**src/rtl/rwm_pkg.sv**
```systemverilog
// Shared types and default sizing for the reset/write/read window monitor.
package rwm_pkg;

    typedef enum logic [1:0] {
        IDLE    = 2'd0,
        RST_CHK = 2'd1,
        WINDOW  = 2'd2,
        DONE    = 2'd3
    } rwm_state_t;

    localparam int RWM_RST_CYCLES_DEF = 2;
    localparam int RWM_WIN_CYCLES_DEF = 10;
    localparam int RWM_CNT_W_DEF      = 8;

endpackage

```
**src/rtl/rwm_sat_cnt.sv**
```systemverilog
// Saturating event counter with synchronous clear; clr wins over inc.
module rwm_sat_cnt #(
    parameter int W = 8
) (
    input  logic         clk,
    input  logic         rst,
    input  logic         clr,
    input  logic         inc,
    output logic [W-1:0] q
);

    logic [W-1:0] cnt_q;
    logic [W-1:0] cnt_d;

    always_comb begin
        cnt_d = cnt_q;
        if (clr) begin
            cnt_d = '0;
        end else if (inc && (cnt_q != '1)) begin
            cnt_d = cnt_q + 1'b1;
        end
    end

    always_ff @(posedge clk) begin
        if (!rst) begin
            cnt_q <= '0;
        end else begin
            cnt_q <= cnt_d;
        end
    end

    assign q = cnt_q;

endmodule

```
**src/rtl/rst_wr_rd_window_monitor.sv**
```systemverilog
// Checks a reset pulse of RST_CYCLES edges followed by a WIN_CYCLES window with write and read activity.
// Optional first-rd-before-wr ordering check enabled by defining RWM_ORDER_CHK_EN.
module rst_wr_rd_window_monitor
    import rwm_pkg::*;
#(
    parameter int RST_CYCLES = RWM_RST_CYCLES_DEF,
    parameter int WIN_CYCLES = RWM_WIN_CYCLES_DEF,
    parameter int CNT_W      = RWM_CNT_W_DEF
) (
    input  logic             clk,
    input  logic             rst,
    input  logic             start,
    input  logic             mon_rst,
    input  logic             mon_wr,
    input  logic             mon_rd,
    output logic             busy,
    output logic             done,
    output logic             pass,
`ifdef RWM_ORDER_CHK_EN
    output logic             order_err,
`endif
    output logic [CNT_W-1:0] err_cnt,
    output logic [CNT_W-1:0] wr_hits,
    output logic [CNT_W-1:0] rd_hits
);

    localparam int MAX_CYC = (RST_CYCLES > WIN_CYCLES) ? RST_CYCLES : WIN_CYCLES;
    localparam int CYC_W   = $clog2(MAX_CYC + 1);
    localparam logic [CYC_W-1:0] RST_LAST = CYC_W'(RST_CYCLES - 1);
    localparam logic [CYC_W-1:0] WIN_LAST = CYC_W'(WIN_CYCLES - 1);

    if (RST_CYCLES < 1 || WIN_CYCLES < 1) begin : g_bad_params
        $error("RST_CYCLES and WIN_CYCLES must both be at least 1");
    end

    rwm_state_t       state_q, state_d;
    logic [CYC_W-1:0] cyc_q, cyc_d;
    logic             busy_q, busy_d;
    logic             done_q, done_d;
    logic             pass_q, pass_d;
    logic             start_acc;
    logic             err_inc, wr_inc, rd_inc;
    logic             order_ok;

    always_comb begin
        state_d   = state_q;
        cyc_d     = cyc_q;
        err_inc   = 1'b0;
        wr_inc    = 1'b0;
        rd_inc    = 1'b0;
        start_acc = 1'b0;
        case (state_q)
            IDLE, DONE: begin
                if (start) begin
                    start_acc = 1'b1;
                    state_d   = RST_CHK;
                    cyc_d     = '0;
                end
            end
            RST_CHK: begin
                err_inc = !mon_rst;
                if (cyc_q == RST_LAST) begin
                    state_d = WINDOW;
                    cyc_d   = '0;
                end else begin
                    cyc_d = cyc_q + 1'b1;
                end
            end
            WINDOW: begin
                err_inc = mon_rst;
                wr_inc  = !mon_rst && mon_wr;
                rd_inc  = !mon_rst && mon_rd;
                if (cyc_q == WIN_LAST) begin
                    state_d = DONE;
                    cyc_d   = '0;
                end else begin
                    cyc_d = cyc_q + 1'b1;
                end
            end
            default: begin
                state_d = IDLE;
                cyc_d   = '0;
            end
        endcase

        // Verdict registers one edge after DONE is entered, so counters are final.
        busy_d = (state_d == RST_CHK) || (state_d == WINDOW);
        done_d = (state_q == DONE) && !start;
        pass_d = done_d && (err_cnt == '0) && (wr_hits != '0) && (rd_hits != '0) && order_ok;
    end

`ifdef RWM_ORDER_CHK_EN
    logic order_err_q, order_err_d;

    // A rd hit while no wr hit has been seen yet (same edge included) is an ordering error.
    always_comb begin
        order_err_d = order_err_q;
        if (start_acc) begin
            order_err_d = 1'b0;
        end else if (rd_inc && (wr_hits == '0)) begin
            order_err_d = 1'b1;
        end
    end

    always_ff @(posedge clk) begin
        if (!rst) begin
            order_err_q <= 1'b0;
        end else begin
            order_err_q <= order_err_d;
        end
    end

    assign order_ok  = !order_err_q;
    assign order_err = order_err_q;
`else
    assign order_ok = 1'b1;
`endif

    always_ff @(posedge clk) begin
        if (!rst) begin
            state_q <= IDLE;
            cyc_q   <= '0;
            busy_q  <= 1'b0;
            done_q  <= 1'b0;
            pass_q  <= 1'b0;
        end else begin
            state_q <= state_d;
            cyc_q   <= cyc_d;
            busy_q  <= busy_d;
            done_q  <= done_d;
            pass_q  <= pass_d;
        end
    end

    rwm_sat_cnt #(.W(CNT_W)) u_err_cnt (
        .clk (clk), .rst (rst), .clr (start_acc), .inc (err_inc), .q (err_cnt)
    );

    rwm_sat_cnt #(.W(CNT_W)) u_wr_hits (
        .clk (clk), .rst (rst), .clr (start_acc), .inc (wr_inc), .q (wr_hits)
    );

    rwm_sat_cnt #(.W(CNT_W)) u_rd_hits (
        .clk (clk), .rst (rst), .clr (start_acc), .inc (rd_inc), .q (rd_hits)
    );

    assign busy = busy_q;
    assign done = done_q;
    assign pass = pass_q;

endmodule

```
**config.mk**
```make
export PLATFORM = sky130hd
export DESIGN_NAME = rst_wr_rd_window_monitor
export DESIGN_NICKNAME = d
export VERILOG_FILES = /design/src/rtl/rwm_pkg.sv /design/src/rtl/rwm_sat_cnt.sv /design/src/rtl/rst_wr_rd_window_monitor.sv
export SDC_FILE = /design/constraint.sdc
export NUM_CORES = 1
export LEC_CHECK = 0
export ABC_AREA = 1
export BUFFER_PORTS_ARGS = -buffer_cell sky130_fd_sc_hd__buf_2
export CELL_PAD_IN_SITES_DETAIL_PLACEMENT = 1
export CELL_PAD_IN_SITES_GLOBAL_PLACEMENT = 1
export CORE_MARGIN = 3
export CORE_UTILIZATION = 35
export DETAILED_ROUTE_END_ITERATION = 10
export PLACE_DENSITY = 0.85
export SYNTH_ARGS = -nofsm -noshare
export SYNTH_HDL_FRONTEND = slang
export SYNTH_HIERARCHICAL = 1
export SYNTH_SLANG_ARGS = --single-unit
export TNS_END_PERCENT = 100
```
**constraint.sdc**
```tcl
create_clock -name clk -period 1.6 [get_ports clk]
set_input_delay 0.08 -clock clk [delete_from_list [all_inputs] [get_ports clk]]
set_output_delay 0.08 -clock clk [all_outputs]
set_load 0.01 [all_outputs]
```
* Yosys cells after proc, flatten, opt, wreduce, memory -nomap -nowiden
Index checks and enable logic that the tools add are counted.
** Storage, ports and cells
- Flip-flop bits (word level) :: 33
- Latch bits :: 0
- Bits in writable memories :: 0
- Memory bits (read-only) :: 0
- Input bits :: 6
- Output and inout bits :: 27
- Word-level logic and storage cells :: 55
- Memories kept :: 0
** Cells by class
- Add/subtract/negate cells :: 4
- Multipliers :: 0
- Div/mod/pow operators :: 0
- $lt $le $gt $ge :: 0
- Eq/ne operators :: 11
- Shifts and indexed selects :: 0
- Multiplexer cells :: 13
- Bitwise logic cells :: 1
- Reductions and logical operators :: 18
** Operator list (number)
- $add 8x1->8 const B :: 3
- $ne 8x8->1 const B :: 3
- $reduce_bool 8->1 :: 2
- $mux 4 :: 3
- $pmux 4 s3 :: 1
- $logic_and 1x1->1 :: 9
- $logic_not 8->1 :: 1
- $eq 2x2->1 const B :: 3
- $mux 2 :: 3
- $pmux 2 s3 :: 1
- $add 4x1->4 const B :: 1
- $eq 2x1->1 const B :: 2
- $eq 4x1->1 const B :: 1
- $eq 4x4->1 const B :: 1
- $mux 1 :: 4
- $reduce_or 2->1 :: 2
- $logic_not 1->1 :: 2
- $logic_not 2->1 :: 1
- $ne 2x2->1 const B :: 1
- $pmux 1 s2 :: 1
- $logic_or 1x1->1 :: 1
- $not 1->1 :: 1

* Logic depth before layout (Yosys ltp)
- Word-level depth :: 5
- Mapped depth :: 12
- Mapped depth without buffers :: 11

* By module
The synthesis kept the hierarchy.
** Modules (own cells, without submodules)
- rwm_sat_cnt :: instances 3, cells each 72, area an instance 462.9 µm², seq. area each 160.2 µm²
- rst_wr_rd_window_monitor :: instances 1, cells each 83, area an instance 575.6 µm², seq. area each 180.2 µm²

* Worst setup path after synthesis
OpenSTA, ideal clock, no wires.
- Path type :: register to register
- Start point :: reg state_q[0]
- End point :: reg u_rd_hits.cnt_q[5] (netlist: u_rd_hits/q[5])
- Setup time :: 0.115 ns
- Arrival :: 1.420 ns
- Data required time :: 1.485 ns
- Setup slack :: 0.065 ns
- Cell stages (with the launch flop) :: 13
- Buffers on the path :: 1
- Period minus slack after synthesis :: 1.535 ns
- Cell sequence :: dfxtp_1 -> inv_1 -> ha_1 -> inv_1 -> nor3b_1 -> buf_4 -> nand2_2 -> inv_1 -> nand2_1 -> nor2_1 -> nand3_1 -> nand2_1 -> nor2_1
** On the way
- Elaborated cells on any way between the ends :: 8
- Classes of those cells :: eq/ne (2); mux (2); reduce/logical (4)
** RTL lines
- from (decl) :: line rst_wr_rd_window_monitor.sv:36 : rwm_state_t state_q, state_d;
- from (signal assigned) :: line rst_wr_rd_window_monitor.sv:127 : state_q <= state_d;
- $eq 2x2->1 :: line rst_wr_rd_window_monitor.sv:52 : case (state_q)
- $mux 1 :: line rst_wr_rd_window_monitor.sv:52
- named net rd_inc :: line rst_wr_rd_window_monitor.sv:42 : logic err_inc, wr_inc, rd_inc;
- $logic_and 1x1->1 :: line rwm_sat_cnt.sv:19 : end else if (inc && (cnt_q != '1)) begin
- to (signal assigned) :: line rwm_sat_cnt.sv:28 : cnt_q <= cnt_d;
- to (decl) :: line rwm_sat_cnt.sv:12 : logic [W-1:0] cnt_q;
The timed path passes the listed nets, and every way through them passes these cells.
A chain may end at the register's enable or synchronous reset.

* Final worst setup path
- Start point :: reg state_q[1]
- End point :: reg u_rd_hits.cnt_q[5] (netlist: u_rd_hits/q[5])
Same word-level chain as after synthesis.

==> out/qor.csv <==
metric,value,unit
grt-ovfl-total,0,
setup_viol,2,
port_buffers,32,
rrSetupSlack,-0.04,ns
finalMaxSlewViolations,0,
fin_ws,-0.0375,ns
ys_ff_latch,33,
viasPerCell,4.99,
worstPathRequired,1.78,ns
gp_congestion,0.799,
hpwl,4150,um
synth_warnings,6,
max-cap-violations,0,
grt_antenna_before_repair,0,
cts-root-buf,clkbuf_8,
worstHoldStart,start,
final_cell_mix,"72 x nand2_1, 39 x nor2_1, 32 x buf_2, 31 x dfxtp_1, 30 x inv_1",
diodes,0,
regToRegStartpoint,state_q[1]$_SDFF_PN0_,
postRouteWirelength,5830,um
max_slew_margin,75.6,%
htreeDepth,2,
r2r-end,u_rd_hits/q[5]$_SDFFE_PP0P_,
clk_pin_slew,0.07,ns
max_slew.worst_pin.slew,0.362,ns
fillers,703,
dieArea,6550,um^2
fmax,0.611,GHz
grt_pass1_wl,9500,um
grt_max_degree,11,
r2r_cells,11,
multi_input_area,1210,um^2
core_region_area,5270,um^2
startpoint,state_q[1]$_SDFF_PN0_,
clkSinkCount,33,
rsz0062_at_grt,yes,
grt_pass1_vias,2135,
critPathCaptureType,flip-flop,
area_growth,29.2,%
drt_iter0_markers,50,
layout-drive-gt1-share,29.4,%
period_needed,1.64,ns
critPathMaxFanout,4,
tritoncts,yes,
synthCells,299,
num_rows,26,
power.density,713,nW/um^2
fin_skew,0.00450,ns
status,finished with violations,
final_common_cell,nand2_1,
path_class,flip-flop to flip-flop,
drt.antenna.violating_nets,0,
cts.path.max_buffers,2,
min_to,done$_SDFF_PN0_,
initial_core_util,37.3,%
drc,0,
syn_nets,313,
ys_seq_area_share,33.6,%
hold_viol,0,
synth_area,1960,um^2
min_path_cells,2,
p_leak,1.23,nW
route.vias.total,2129,
violations,negative setup slack,
seqCellArea,666,um^2
finalSetupTns,-0.0458,ns
worstHoldPathType,input pin to flip-flop,
finalNonFillerCells,427,
wl_per_cell,13.6,um
fin_util,48.1,%
io_pins,33,
die_w,80.9,um
clock_latency,0.28,ns
dr.pass1.iters,4,
period_share,102,%
cts_hold_buf,0,
layout.nets,372,
whs,0.0635,ns
numCtsBuffers,5,
grt_usage,18.3,%
start_kind,flip-flop,
syn_avg_cell_area,6.57,um^2
die_h,80.9,um
critPathArrivalTime,1.82,ns
peakVddDrop,0.000396,V
dp_cells,414,
synth_cell_types,25,
## final cells by class
type	instances	share of cell area [%]
Inverter	41	6.26
Tap cell	70	3.45
Timing Repair Buffer	55	13.4
Clock inverter	1	0.197
Clock buffer	5	2.71
Sequential cell	33	26.2
Multi-Input combinational cell	222	47.7
## critical path, cell delays in order, from the launching register on
cell and delay, ns:
dfxtp_4 0.40, ha_4 0.16, inv_4 0.05, nor3b_2 0.25, buf_4 0.20, nand2_4 0.07, inv_2 0.07, nand2_2 0.04
nor2_2 0.11, nand3_1 0.07, nand2_1 0.07, nor2_1 0.04
## per-stage QoR
step / total power, mW / area, um^2 / setup slack [ns]
after floorplan: 1.05 / 1960 / 0.0646
after global placement: 1.18 / 2310 / 0.0101
after detailed placement: 1.19 / 2310 / -0.0760
after CTS: 1.79 / 2430 / 0.00825
after global routing: 1.91 / 2540 / -0.133
final: 1.81 / 2540 / -0.0375
## power by group
group | leakage [nW] | switching (mW) | internal (mW)
Sequential | 0.268 | 0.0180 | 0.842
Clock | 0.0399 | 0.305 | 0.286
Combinational | 0.927 | 0.196 | 0.163
## cells in the mapped netlist (all sizes together)
cell    number  area [um^2]
nand2       83          349
nor2        55          246
inv         38          143
dfxtp       33          661
a21oi       25          129
nand3       17         85.1
ha           8          100
o21ai        7         35.0
nand3b       6         45.0
nor3         6         30.0
nor4         6         37.5
buf          3         22.5
clkinv       3         11.3
nand4        3         18.8
nor3b        2         15.0
o211ai       1         12.5
o22ai        1         6.26
xnor2        1         8.76
xor2         1         8.76
## timing repair
item	4_1_cts	5_1_grt
resized for setup	4	28
pin swaps	0	9
setup endpoints to repair	10	22
buffers inserted	5	2
## kinds of logic (layout without fill, tap and decap cells)
family	Yosys count	count (layout)	synth area share, %
and+or+nand+nor	178	178	42.1
AOI/OAI and AO/OA	34	34	9.30
xor gates and xnor gates	2	2	0.892
DFF	33	33	33.6
buffers and inverters	44	102	8.98
adders and majority gates	8	8	5.10
## worst max path at each step
| stage | slack, ns | to | depth (start not counted) |
|---|---|---|---|
| after floorplan | 0.06 | u_rd_hits/q[5]$_SDFFE_PP0P_ | 12 |
| after global placement | 0.01 | u_rd_hits/q[7]$_SDFFE_PP0P_ | 9 |
| after detailed placement | -0.08 | u_wr_hits/q[0]$_SDFFE_PP0P_ | 7 |
| after CTS | 0.008 | u_rd_hits/q[5]$_SDFFE_PP0P_ | 11 |
| after global routing | -0.13 | u_rd_hits/q[5]$_SDFFE_PP0P_ | 11 |
| final | -0.04 | u_rd_hits/q[5]$_SDFFE_PP0P_ | 11 |
## registers in the layout (all words and copies together), names as in the netlist
register     cells
state_q          2
cyc_q            4
u_rd_hits/q      8
u_err_cnt/q      8
done             1
u_wr_hits/q      8
pass             1
busy             1
## metal layers
metal / track usage [%] / share of wire [%] / up-vias
met1: 21.2 / 43 / 1020
met5: 0 / 0 / -
li1: - / - / 1065
met2: 33.7 / 51 / 32
met3: 2.88 / 3.0 / 12
met4: 6.59 / 2.9 / 0
(Power assumes the default switching activity.)
